===== config.mk =====
export PLATFORM = sky130hd
export DESIGN_NAME = mux4_rr_arbiter
export DESIGN_NICKNAME = d
export VERILOG_FILES = /design/src/rtl/mux4_rr_arbiter.sv
export SDC_FILE = /design/constraint.sdc
export NUM_CORES = 1
export LEC_CHECK = 0
export CAP_MARGIN = 25
export CORE_UTILIZATION = 44
export CTS_BUF_LIST = sky130_fd_sc_hd__clkbuf_2 sky130_fd_sc_hd__clkbuf_4 sky130_fd_sc_hd__clkbuf_8
export DETAILED_ROUTE_END_ITERATION = 8
export MAX_ROUTING_LAYER = met4
export PLACE_DENSITY_LB_ADDON = 0.3
export SYNTH_ARGS = -nofsm -noshare
export SYNTH_HDL_FRONTEND = slang
export SYNTH_SLANG_ARGS = --single-unit
export TNS_END_PERCENT = 50

===== constraint.sdc =====
create_clock -name clk -period 2.05 [get_ports clk]
set_input_delay 0.3075 -clock clk [delete_from_list [all_inputs] [get_ports clk]]
set_output_delay 0.3075 -clock clk [all_outputs]
set_load 0.05 [all_outputs]

===== src/rtl/mux4_rr_arbiter.sv =====
// -----------------------------------------------------------------------------
// mux4_rr_arbiter
//   Round-robin controller for a 4:1 data multiplexer. Four producers (a..d)
//   share one registered output channel. A grant lasts for a burst. The burst
//   ends on a beat flagged with `last`, on reaching MAX_BURST beats, or when the
//   granted requester withdraws its request.
//
// Ports
//   clk, rst_n            clock, asynchronous active-low reset
//   req[3:0]              per-requester request (bit0=a .. bit3=d)
//   last[3:0]             per-requester end-of-burst flag, qualified by ack
//   data_a..data_d        requester data, DW bits each
//   gnt[3:0]              registered one-hot grant, zero when idle
//   sel[1:0]              registered mux select (index of the granted port)
//   ack[3:0]              combinational beat-accepted strobe
//   out_data, out_valid   registered output beat
//   out_ready             consumer accepts the beat this cycle
//   dbg_state_o           FSM state (0 = IDLE, 1 = GRANT)
//   dbg_ptr_o             round-robin priority pointer
//
// Handshake: a beat moves from requester to output register in any cycle where
// load is high (ack pulses to the granted requester). The output beat is
// consumed in any cycle where out_valid && out_ready. out_data is stable while
// out_valid && !out_ready.
// -----------------------------------------------------------------------------
module mux4_rr_arbiter #(
  parameter int DW        = 4,
  parameter int MAX_BURST = 4
) (
  input  logic          clk,
  input  logic          rst_n,
  input  logic [3:0]    req,
  input  logic [3:0]    last,
  input  logic [DW-1:0] data_a,
  input  logic [DW-1:0] data_b,
  input  logic [DW-1:0] data_c,
  input  logic [DW-1:0] data_d,
  output logic [3:0]    gnt,
  output logic [1:0]    sel,
  output logic [3:0]    ack,
  output logic [DW-1:0] out_data,
  output logic          out_valid,
  input  logic          out_ready,
  output logic          dbg_state_o,
  output logic [1:0]    dbg_ptr_o
);

  typedef enum logic {S_IDLE = 1'b0, S_GRANT = 1'b1} state_t;

  state_t        state_q;
  logic [1:0]    ptr_q;
  logic [3:0]    cnt_q;
  logic [3:0]    gnt_q;
  logic [1:0]    sel_q;
  logic [DW-1:0] out_data_q;
  logic          out_valid_q;

  logic [DW-1:0] sel_data;
  logic          load;
  logic [3:0]    beat_inc;
  logic          grant_end;
  logic [1:0]    pick_idx;

  // Data mux driven by the registered select.
  always_comb begin
    sel_data = data_a;
    case (sel_q)
      2'd0: sel_data = data_a;
      2'd1: sel_data = data_b;
      2'd2: sel_data = data_c;
      2'd3: sel_data = data_d;
      default: sel_data = data_a;
    endcase
  end

  // A beat is taken only while granted, requested, and the output slot is free
  // or being emptied this same cycle.
  assign load     = (state_q == S_GRANT) && req[sel_q] && (!out_valid_q || out_ready);
  assign ack      = load ? gnt_q : 4'b0000;
  assign beat_inc = cnt_q + 4'd1;

  // Withdrawal implies no load, so !req[sel_q] covers case (c) on its own.
  assign grant_end = (load && (last[sel_q] || (beat_inc == 4'(MAX_BURST))))
                   || !req[sel_q];

  // Round-robin pick: scan offsets 3..0 so the smallest offset from ptr wins.
  always_comb begin
    pick_idx = ptr_q;
    for (int i = 3; i >= 0; i--) begin
      if (req[ptr_q + 2'(i)]) pick_idx = ptr_q + 2'(i);
    end
  end

  always_ff @(posedge clk or negedge rst_n) begin
    if (!rst_n) begin
      state_q     <= S_IDLE;
      ptr_q       <= 2'd0;
      cnt_q       <= 4'd0;
      gnt_q       <= 4'b0000;
      sel_q       <= 2'd0;
      out_data_q  <= '0;
      out_valid_q <= 1'b0;
    end else begin
      if (load) begin
        out_data_q  <= sel_data;
        out_valid_q <= 1'b1;
      end else if (out_ready) begin
        out_valid_q <= 1'b0;
      end

      case (state_q)
        S_IDLE: begin
          if (|req) begin
            gnt_q   <= 4'b0001 << pick_idx;
            sel_q   <= pick_idx;
            cnt_q   <= 4'd0;
            state_q <= S_GRANT;
          end
        end
        S_GRANT: begin
          if (load) cnt_q <= beat_inc;
          if (grant_end) begin
            state_q <= S_IDLE;
            gnt_q   <= 4'b0000;
            ptr_q   <= sel_q + 2'd1;
          end
        end
        default: state_q <= S_IDLE;
      endcase
    end
  end

  assign gnt         = gnt_q;
  assign sel         = sel_q;
  assign out_data    = out_data_q;
  assign out_valid   = out_valid_q;
  assign dbg_state_o = state_q;
  assign dbg_ptr_o   = ptr_q;

endmodule


==> results.yml <==
setup_path:
  cp_slowest_stage_delay_ns: 0.56
  worstSetupPathType: "register to output pin"
  cp_data_arrival_time_ns: 1.71
  worstPathRequired_ns: 1.74
  worst-path-buf-inv: 2
  r2r-start: "cnt_q[1]"
  cp-startpoint: "sel[0]"
  critPathMaxFanout: 8
  crit_slowest_cell: "mux4_2"
  cpMostUsedCell: "buf_12"
  rr_worst_depth: 7
  worstSetupPathDepth: 5
  crit_family: "multiplexers"
  startpoint_type: "register"
  crit_path_end_kind: "output pin"
  worstPathCellList: "mux4_2, nand3_4, buf_12, nor2_2, buf_12"
yosys:
  netlist_area_um2: 1120
  syn-num-nets: 150
  yosys-top-cells-area: "dfrtp_1, ha_1, o21ai_0"
  yosysMostFrequentCell: "dfrtp_1"
  ys_top_cells_by_count: "dfrtp_1, nor2_1, nand2_1, o21ai_0, inv_1"
  synthCells: 117
  seq_area_frac_synth_pct: 40.0
  yosys_warnings: 0
  yosysTopAreaCell: "dfrtp_1"
  async_flop_share_pct: 100
  synth_top_area_share_pct: 40.0
  ys.flop_type: "dfrtp_1"
  avgSynthCellArea_um2: 9.61
  synth_edf_count: 0
  yosysUniqueCellTypes: 34
  yosys_register_bits: 18
timing:
  drv_slew: 0
  fmax_mhz: 494
  finalSetupViolCount: 0
  finalSetupTns_ns: 0
  worstMarginPinSlew_ns: 0.543
  fin_crit_ns: 2.02
  skew_ns: 0.00642
  slew-limit-headroom_pct: 63.7
  hold_viol: 0
  rsz0062_at_grt: "true"
  min_period_over_period_pct: 98.7
  finalHoldWorstSlack_ns: 0.320
route:
  drc: 0
  drtPass1Iterations: 4
  drt_iter0_drc: 43
  viasPerCell: 5.79
  wl_um: 3550
  vias: 1210
  antenna_left: 0
  wire_per_inst_um: 17.0
final_layout:
  fillers: 151
  layout-drive-gt1-share_pct: 25.4
  stdcell_count: 209
  finalNetCount: 215
  diodes: 0
  area_delta_synth_final_pct: 68.5
  post-route-cell-area_um2: 1900
power:
  p_leak_nw: 0.832
  power.density_nw_per_um2: 1540
  ir_drop_mv: 1.13
floorplanning:
  start_util_pct: 48.5
  die_height_um: 52.6
  die_area_um2: 2760
  num_rows: 17
  die_x_um: 52.6
  io_pins: 45
  core_area_um2: 2320
global_route:
  antenna_found_initial: 0
  overflow: 0
  grt_pass1_wl_um: 5200
  grt_max_degree: 21
  grt_pass1_vias: 1112
  grt_usage_pct: 27.6
clocking:
  clock_sinks: 18
  clk_pin_slew_worst_paths_ns: 0.12
  cts_root_buf: "clkbuf_4"
  cts_tree: "done"
  clk_latency_ns: 0.31
  cts.path.max_buffers: 2
  numCtsBuffers: 3
  htreeDepth: 1
placement:
  dpl.hpwl_um: 2560
  placed_cell_area_um2: 1730
  dp_cells: 196
  io_buffers: 44
  gp_congestion: 0.804
min_path:
  hold_path_class: "input pin to async pin"
job:
  drv_cap: 0
status:
  outcome: "finished, final reports clean"
[layout make-up]
cell class	instances	area, um^2	share of cell area, %
clock buffers	4	36.3	1.91
inverters	8	30.0	1.58
multi-input cells	87	669	35.3
flip-flops and latches	18	455	24.0
well taps	28	35.0	1.85
repair buffers	64	669	35.3
[cell families after synthesis]
group | after synthesis | share of synthesized area, %
AOI/OAI and AO/OA | 37 | 23.8
xor gates and xnor gates | 1 | 0.779
adders and majority gates | 6 | 6.67
buffers and inverters | 12 | 4.23
DFF | 18 | 40.0
muxes | 5 | 7.12
and+or+nand+nor | 38 | 17.4
[metrics by stage]
step	worst slack, ns	power (W)	util (%)
after floorplan	0.0289	0.00180	-
after global placement	0.0180	0.00240	74.6
after detailed placement	-0.0347	0.00247	74.6
after CTS	0.00772	0.00273	76.8
after global routing	-0.0123	0.00308	81.8
final	0.0276	0.00292	81.8
[state kept, by name, summed over array words and instances, names as in the netlist]
| register | flops |
|---|---|
| cnt_q | 4 |
| out_data | 4 |
| sel | 2 |
| gnt | 4 |
| dbg_state_o | 1 |
| dbg_ptr_o | 2 |
| out_valid | 1 |
[layer usage]
layer  wire, um  global-route usage, %  vias up
met5          0                      -        -
met4        123                   12.3        0
met3        125                   6.09       17
met2       1890                   46.4       49
met1       1410                   31.1      585
li1           -                      -      559
[power by group]
part	switching (W)	internal [W]	leakage, nW	total (W)
combinational	0.00113	0.000885	0.586	0.00201
sequential	0.000173	0.000507	0.225	0.000680
clock	0.000125	0.000109	0.0210	0.000233
total	0.00142	0.00150	0.832	0.00292
[worst paths after layout]
kind	to	slack, ns
hold / removal	gnt[2]	0.32
hold reg to reg	out_data[0]	0.50
min in group clk	out_data[0]	0.50
setup / recovery	ack[0]	0.03
setup reg to reg	dbg_ptr_o[1]	0.04
max in group asynchronous	cnt_q[1]	1.51
[cell usage in the layout, fill, tap and decap left out, types with 2 or more instances in the layout]
cell / instances
dfrtp_2: 4
buf_12: 5
a21oi_1: 7
o21a_1: 2
clkbuf_4: 3
o32ai_1: 2
nor2_2: 4
nand2b_1: 5
o2bb2ai_1: 3
nor2b_1: 2
o21ai_0: 9
buf_4: 17
a222oi_1: 4
ha_1: 4
nor2_1: 8
dfrtp_1: 14
inv_1: 8
mux2i_1: 2
dlymetal6s2s_1: 2
a21boi_0: 2
mux4_2: 2
nand3_1: 4
nand2_1: 9
clkdlybuf4s50_1: 38
[what timing repair did]
item	in CTS	in global routing
buffers inserted	1	7
setup endpoints to repair	5	7
pin swaps	0	3
gates cloned	0	1
hold buffers	0	0
gates resized for setup	2	9
Note: power is estimated with default switching activity, not from simulation.
